--- config.mk ---
export PLATFORM = sky130hd
export DESIGN_NAME = mastermind_solver
export DESIGN_NICKNAME = d
export VERILOG_FILES = /design/src/rtl/mastermind_solver.sv
export SDC_FILE = /design/constraint.sdc
export NUM_CORES = 1
export LEC_CHECK = 0
export ABC_CLOCK_PERIOD_IN_PS = 9190
export CAP_MARGIN = 0
export CORE_MARGIN = 1.5
export CORE_UTILIZATION = 45
export DETAILED_ROUTE_END_ITERATION = 6
export REMOVE_ABC_BUFFERS = 1
export SYNTH_ARGS = -nofsm -noshare
export SYNTH_HDL_FRONTEND = slang
export SYNTH_SLANG_ARGS = --single-unit
--- constraint.sdc ---
create_clock -name clk -period 9.19 [get_ports clk]
set_input_delay 0.919 -clock clk [delete_from_list [all_inputs] [get_ports clk]]
set_output_delay 0.919 -clock clk [all_outputs]
set_load 0.05 [all_outputs]
--- src/rtl/mastermind_solver.sv ---
// Mastermind codebreaker: proposes the smallest code above the last guess that is consistent
// with every stored (guess, red, white) entry. Define SOLVER_STATS_EN to build the SEARCH cycle counter.
module mastermind_solver #(
  parameter logic [11:0] FIRST_GUESS = 12'h009,
  parameter int          MAX_GUESSES = 8
) (
  input  logic        clk,
  input  logic        resetn,
  input  logic        start,
  output logic [11:0] guess,
  output logic        guess_valid,
  input  logic        guess_ready,
  input  logic        fb_valid,
  output logic        fb_ready,
  input  logic [2:0]  fb_red,
  input  logic [2:0]  fb_white,
  output logic        busy,
  output logic        solved,
  output logic        fail,
  output logic [3:0]  num_guesses,
  output logic [15:0] search_cycles
);

  typedef enum logic [2:0] {S_IDLE, S_PRESENT, S_WAIT_FB, S_SEARCH, S_SOLVED, S_FAIL} state_t;

  state_t      state, state_nxt;
  logic [11:0] cand;
  logic [3:0]  idx, count;
  logic [11:0] hist_guess [0:15];
  logic [2:0]  hist_red   [0:15];
  logic [2:0]  hist_white [0:15];
  logic [5:0]  cand_score;
  logic        cand_match, last_entry, start_ok;

  // Returns {red, white} of code a scored against code b.
  function automatic logic [5:0] score(input logic [11:0] a, input logic [11:0] b);
    logic [2:0] red, tot, ca, cb;
    red = 3'd0;
    tot = 3'd0;
    for (int i = 0; i < 4; i++)
      if (a[3*i +: 3] == b[3*i +: 3]) red = red + 3'd1;
    for (int c = 0; c < 8; c++) begin
      ca = 3'd0;
      cb = 3'd0;
      for (int i = 0; i < 4; i++) begin
        if (a[3*i +: 3] == 3'(c)) ca = ca + 3'd1;
        if (b[3*i +: 3] == 3'(c)) cb = cb + 3'd1;
      end
      tot = tot + ((ca < cb) ? ca : cb);
    end
    return {red, 3'(tot - red)};
  endfunction

  always_comb begin
    cand_score = score(cand, hist_guess[idx]);
    cand_match = (cand_score == {hist_red[idx], hist_white[idx]});
    last_entry = (idx == count - 4'd1);
    start_ok   = start && (state == S_IDLE || state == S_SOLVED || state == S_FAIL);
  end

  always_ff @(posedge clk) begin
    if (!resetn) state <= S_IDLE;
    else         state <= state_nxt;
  end

  always_comb begin
    state_nxt = state;
    case (state)
      S_IDLE, S_SOLVED, S_FAIL: if (start) state_nxt = S_PRESENT;
      S_PRESENT:                if (guess_ready) state_nxt = S_WAIT_FB;
      S_WAIT_FB:
        if (fb_valid) begin
          if (fb_red == 3'd4)                          state_nxt = S_SOLVED;
          else if (count == 4'(MAX_GUESSES - 1))       state_nxt = S_FAIL;
          else if (guess == 12'hFFF)                   state_nxt = S_FAIL;
          else                                         state_nxt = S_SEARCH;
        end
      S_SEARCH:
        if (!cand_match) begin
          if (cand == 12'hFFF) state_nxt = S_FAIL;
        end else if (last_entry) begin
          state_nxt = S_PRESENT;
        end
      default: state_nxt = S_IDLE;
    endcase
  end

  always_comb begin
    guess_valid = 1'b0;
    fb_ready    = 1'b0;
    busy        = 1'b0;
    solved      = 1'b0;
    fail        = 1'b0;
    case (state)
      S_PRESENT: begin guess_valid = 1'b1; busy = 1'b1; end
      S_WAIT_FB: begin fb_ready = 1'b1; busy = 1'b1; end
      S_SEARCH:  busy = 1'b1;
      S_SOLVED:  solved = 1'b1;
      S_FAIL:    fail = 1'b1;
      default:   ;
    endcase
  end

  // Control registers: cleared by reset.
  always_ff @(posedge clk) begin
    if (!resetn) begin
      guess       <= 12'd0;
      count       <= 4'd0;
      num_guesses <= 4'd0;
      idx         <= 4'd0;
    end else begin
      case (state)
        S_IDLE, S_SOLVED, S_FAIL:
          if (start) begin
            guess       <= FIRST_GUESS;
            count       <= 4'd0;
            num_guesses <= 4'd0;
          end
        S_WAIT_FB:
          if (fb_valid) begin
            num_guesses <= num_guesses + 4'd1;
            idx         <= 4'd0;
            if (fb_red != 3'd4) count <= count + 4'd1;
          end
        S_SEARCH:
          if (!cand_match)     idx   <= 4'd0;
          else if (last_entry) guess <= cand;
          else                 idx   <= idx + 4'd1;
        default: ;
      endcase
    end
  end

  // Data registers: history and candidate carry no reset.
  always_ff @(posedge clk) begin
    if (state == S_WAIT_FB && fb_valid && fb_red != 3'd4) begin
      hist_guess[count] <= guess;
      hist_red[count]   <= fb_red;
      hist_white[count] <= fb_white;
      cand              <= guess + 12'd1;
    end else if (state == S_SEARCH && !cand_match) begin
      cand <= cand + 12'd1;
    end
  end

`ifdef SOLVER_STATS_EN
  logic [15:0] stat_cnt;
  always_ff @(posedge clk) begin
    if (!resetn)                                      stat_cnt <= 16'd0;
    else if (start_ok)                                stat_cnt <= 16'd0;
    else if (state == S_SEARCH && stat_cnt != 16'hFFFF) stat_cnt <= stat_cnt + 16'd1;
  end
  assign search_cycles = stat_cnt;
`else
  assign search_cycles = 16'd0;
`endif

endmodule

### Word level (Yosys, flattened, before mapping)

Memory sizes are Yosys's and may differ from the RTL's. A register that Yosys moved wholly into a read port is not among the register bits.
Cells that the tools add are included.

| operators by class | value |
|---|---|
| reduce and logical (&&, ||, !) cells | 24 |
| magnitude comparators | 8 |
| div/mod/pow operators | 0 |
| add/subtract/negate cells | 65 |
| eq/ne operators | 81 |
| mux-type cells | 115 |
| multipliers | 0 |
| bitwise gates (word level) | 0 |
| shift-type cells | 0 |

Operator list:

| kind | number |
|---|---|
| $mux W3 | 68 |
| $add A3 B1 Y3 const B | 51 |
| $eq A3 B3 Y1 const B | 35 |
| $mux W12 | 5 |
| $eq A3 B2 Y1 const B | 18 |
| $mux W4 | 13 |
| $eq A3 B1 Y1 const B | 9 |
| $logic_not A3 Y1 | 9 |
| $add A12 B1 Y12 const B | 2 |
| $eq A12 B12 Y1 const B | 2 |
| $lt A3 B3 Y1 | 8 |
| $mux W1 | 24 |
| $pmux W12 S2 | 1 |
| $pmux W4 S2 | 3 |
| $add A3 B3 Y3 | 7 |
| $add A4 B1 Y4 const B | 3 |
| $eq A3 B3 Y1 | 4 |
| $ne A2 B2 Y1 const B | 6 |
| $ne A3 B3 Y1 const B | 4 |
| $pmux W3 S4 | 1 |
| $reduce_and A4 Y1 | 2 |
| $reduce_bool A2 Y1 | 4 |
| $eq A6 B6 Y1 | 1 |
| $reduce_and A3 Y1 | 2 |
| 8 further kinds | 11 |

| word-level totals | value |
|---|---|
| logic and storage cells | 302 |
| memories kept | 3 |
| output and inout port bits | 37 |
| bits in writable memories | 288 |
| register bits after elaboration | 39 |
| latch bits | 0 |
| memory bits (read-only) | 0 |

Memories:

| memory | words | width | read ports | clocked after Yosys merged registers in | wr ports | line | source |
|---|---|---|---|---|---|---|---|
| hist_guess | 16 | 12 | 1 | 1 | 1 | 29 | `logic [11:0] hist_guess [0:15];` |
| hist_red | 16 | 3 | 1 | 1 | 1 | 30 | `logic [2:0] hist_red [0:15];` |
| hist_white | 16 | 3 | 1 | 1 | 1 | 31 | `logic [2:0] hist_white [0:15];` |

### Longest topological paths before layout

| logic depth | value |
|---|---|
| depth after elaboration | 23 |
| depth in mapped cells | 38 |

### Least setup slack after synthesis

No wires, ideal clock.

| timing | value |
|---|---|
| path type | reg2reg |
| start | register with a tool-made name |
| end | register cand[0] (enable) |
| period minus slack after synthesis | 9.295 ns |
| buffers on the path | 6 |
| cell stages (with the launch flop) | 36 |
| arrival time | 8.945 ns |
| slack | -0.105 ns |
| path through | dfxtp_1 -> buf_2 -> buf_2 -> buf_2 -> buf_2 -> buf_2 -> buf_2 -> mux4_2 -> mux4_2 -> or3_1 -> inv_1 -> ha_1 -> or3_1 -> nand2_1 -> ha_1 -> mux2_2 -> inv_1 -> ha_1 -> o31ai_1 -> a21oi_1 -> or3b_2 -> o31a_1 -> fa_1 -> fa_1 -> inv_1 -> fa_1 -> ha_1 -> xor2_1 -> xnor2_1 -> xnor2_1 -> xnor2_1 -> xnor2_1 -> and3b_1 -> mux2i_1 -> o31ai_4 -> nand2_1 |

RTL lines:

| item | line | source |
|---|---|---|
| end signal, assigned | 140 | `cand <= guess + 12'd1;` |
| end signal, assigned | 142 | `cand <= cand + 12'd1;` |
| end, declared | 27 | `logic [11:0] cand;` |

==> results.sh <==
export IMPL_status="finished, final reports clean"
export IMPL_syn_to_final_growth_pct=12.46
export IMPL_dieHeight_microns=200.2
export IMPL_cp_max_fo=17
export IMPL_hp_class="reg2reg"
export IMPL_synthFlopType="edfxtp_1"
export IMPL_synth_distinct_cells=71
export IMPL_critical_path_class="reg2reg"
export IMPL_grt_overflow_total=0
export IMPL_grt_pass1_vias=10900
export IMPL_cp_start_kind="flop"
export IMPL_worst_slew_pin_transition_ns=0.9104
export IMPL_place_gp_congestion=0.9263
export IMPL_chipWidth_microns=200.2
export IMPL_postLayoutCellArea_sq_um=19680
export IMPL_yosys_register_bits=331
export IMPL_grt_max_degree=33
export IMPL_setup_violations_final=0
export IMPL_skew_ns=0.02022
export IMPL_netlist_area_sq_um=17500
export IMPL_cts_tree="yes"
export IMPL_place_area_sq_um=18510
export IMPL_drv_slew=0
export IMPL_postSynthAreaPerCell_sq_um=13.27
export IMPL_drtIter0Drc=995
export IMPL_wl_per_cell_microns=22.60
export IMPL_hpwl_microns=29060
export IMPL_die_area_sq_um=40080
export IMPL_vdd_ir_drop_worst_v=0.0004213
export IMPL_vias_per_cell=5.688
export IMPL_ioPinCount=48
export IMPL_antenna_cells=0
export IMPL_fin_nets=1478
export IMPL_layout_drive_gt1_share_pct=16.25
export IMPL_fill_cells=3223
export IMPL_finalHoldViolations=0
export IMPL_seq_area_frac_synth_pct=55.03
export IMPL_drtPass1Iterations=7
export IMPL_start_util_pct=45.49
export IMPL_yosysWarnings=0
export IMPL_min_delay_start="num_guesses[3]$_SDFFE_PN0P_"
export IMPL_stdcell_count=1915
export IMPL_final_common_cell="edfxtp_1"
export IMPL_vias=10890
export IMPL_timing_rr_end="cand[10]$_DFFE_PP_"
export IMPL_relSlewSlack_pct=39.31
export IMPL_rsz0062_at_grt="no"
export IMPL_ant_nets=0
export IMPL_synth_area_leader_cell="edfxtp_1"
export IMPL_r2r_slack_ns=0.56
export IMPL_power_mw=6.479
export IMPL_end_kind="flop"
export IMPL_synthCells=1319
export IMPL_r2r_cells=30
export IMPL_synth_top_area_share_pct=51.48
export IMPL_crit_arrival_ns=8.79
export IMPL_synth_edf_count=300
export IMPL_rows=72
export IMPL_drt_drc_violations_left=0
export IMPL_clkTransAtPathRegs_ns=0.06
export IMPL_clk_latency_ns=0.53
export IMPL_period_minus_slack_ns=8.627
export IMPL_core_area_sq_um=38470
export IMPL_crit_path_top_delay_cell="mux4_2"
export IMPL_cts_sinks=331
export IMPL_worst_path_largest_cell_delay_ns=0.63
export IMPL_clk_path_buf_depth=3
export IMPL_period_share_pct=93.87
export IMPL_h_tree_depth=2
export IMPL_min_to="num_guesses[3]$_SDFFE_PN0P_"
export IMPL_maxCapViolations=0
export IMPL_cts_root_buffer="clkbuf_16"
export IMPL_antenna_found_initial=0
export IMPL_numCtsBuffers=37
export IMPL_ys_top_cells_by_area="edfxtp_1, mux4_2, ha_1"
export IMPL_portBuffers=31
export IMPL_clock_fmax_mhz=115.9
export IMPL_final_cell_mix="edfxtp_1, ha_1, inv_1, nand2_1, mux4_2"
export IMPL_drt_total_wl_microns=43270
export IMPL_place_inst=1850
export IMPL_worstPathRequired_ns=9.35
export IMPL_powerDensity_nw_per_um2=329.2
export IMPL_grt_first_pass_wirelength_microns=66220
export IMPL_async_flop_share_pct=0
export IMPL_track_usage_pct=21.84
export IMPL_hold_depth=2
export IMPL_power_leakage_nw=6.974
==> repair_timing <==
action | CTS | global route
hold buffers | 0 | 0
hold endpoints to repair | 0 | 0
resized for setup | 0 | 1
endpoints found under the setup margin | 0 | 23
setup buffers | 0 | 1
==> cell type report <==
class                      count  area (sq um)  area share (%)
tap                          518         648.1           3.293
clock inverter                18         155.1          0.7884
multi-input combinational    845          7296           37.07
timing repair buffer          73         638.1           3.243
clock buffer                  46         991.0           5.036
sequential                   331          9635           48.96
inverter                      84         315.3           1.602
==> synthesized netlist by cell type, drive strengths merged, types with 32 or more instances <==
cell    number
edfxtp     300
ha          86
inv         83
nand2       78
nor2        78
mux4        68
mux2i       60
nand3       60
xnor2       45
buf         42
a21oi       41
xor2        39
clkbuf      32
==> how the worst max path moves through the flow <==
stage | from | to | slack, ns | cells past startpoint
2_1_floorplan | flop | guess[10]$_SDFFE_PN0P_ | -1.61 | 30
3_3_place_gp | flop | cand[9]$_DFFE_PP_ | 0.59 | 29
3_5_place_dp | flop | flop | 0.48 | 30
4_1_cts | flop | flop | 0.43 | 30
5_1_grt | flop | cand[8]$_DFFE_PP_ | 0.02 | 28
6_report | flop | cand[10]$_DFFE_PP_ | 0.56 | 30
==> sequential cells by signal, indices dropped and copies added, names as in the netlist, 4 cells and up, named ones only <==
signal,count
cand,12
guess,12
hist_red,48
idx,4
hist_white,48
hist_guess,192
count,4
num_guesses,4
==> cell families after synthesis <==
| logic type | synth area share, % |
|---|---|
| buffers and inverters | 3.933 |
| AND/OR/NAND/NOR | 10.28 |
| flip-flops | 55.03 |
| AO/OA/AOI/OAI | 5.320 |
| multiplexers | 13.73 |
| XOR/XNOR | 4.512 |
| other | 0.02143 |
| adder cells (fa/ha/maj) | 7.179 |
==> critical path: cells and delay by family, from the launching register on <==
family                     cells  cell delay (ns)
adders and majority gates      7             2.36
AOI/OAI and AO/OA              4             0.40
buffers and inverters          3             0.35
muxes                          4             1.81
DFF                            1             0.57
xor gates and xnor gates       5             0.93
and+or+nand+nor                7             1.82
==> stage by stage <==
step | hold WS (ns) | util [%] | TNS [ns] | setup WS (ns)
finish | 0.5179 | 51.16 | 0 | 0.5632
global route | 0.5614 | 51.16 | 0 | 0.01713
CTS | 0.5239 | 51.09 | 0 | 0.4345
detailed placement | 0.5050 | 48.11 | 0 | 0.4827
global placement | 0.5039 | 48.11 | 0 | 0.5932
floorplan | 0.4811 | - | -50.71 | -1.611
==> power breakdown <==
part / total [mW] / switching, mW / internal, mW / leakage, nW
Sequential: 1.82 / 0.117 / 1.71 / 3.00
Clock: 1.39 / 0.572 / 0.822 / 0.563
Combinational: 3.26 / 1.86 / 1.41 / 3.41
Total: 6.48 / 2.54 / 3.93 / 6.97
==> layer usage <==
layer,track usage (%),up-vias,routed length [microns]
met3,2.831,55,2547
li1,-,5026,-
met5,0,-,0
met2,37.08,328,21060
met4,5.790,0,911
met1,29.66,5484,18760
No activity file was read; power rests on OpenSTA's default activity.
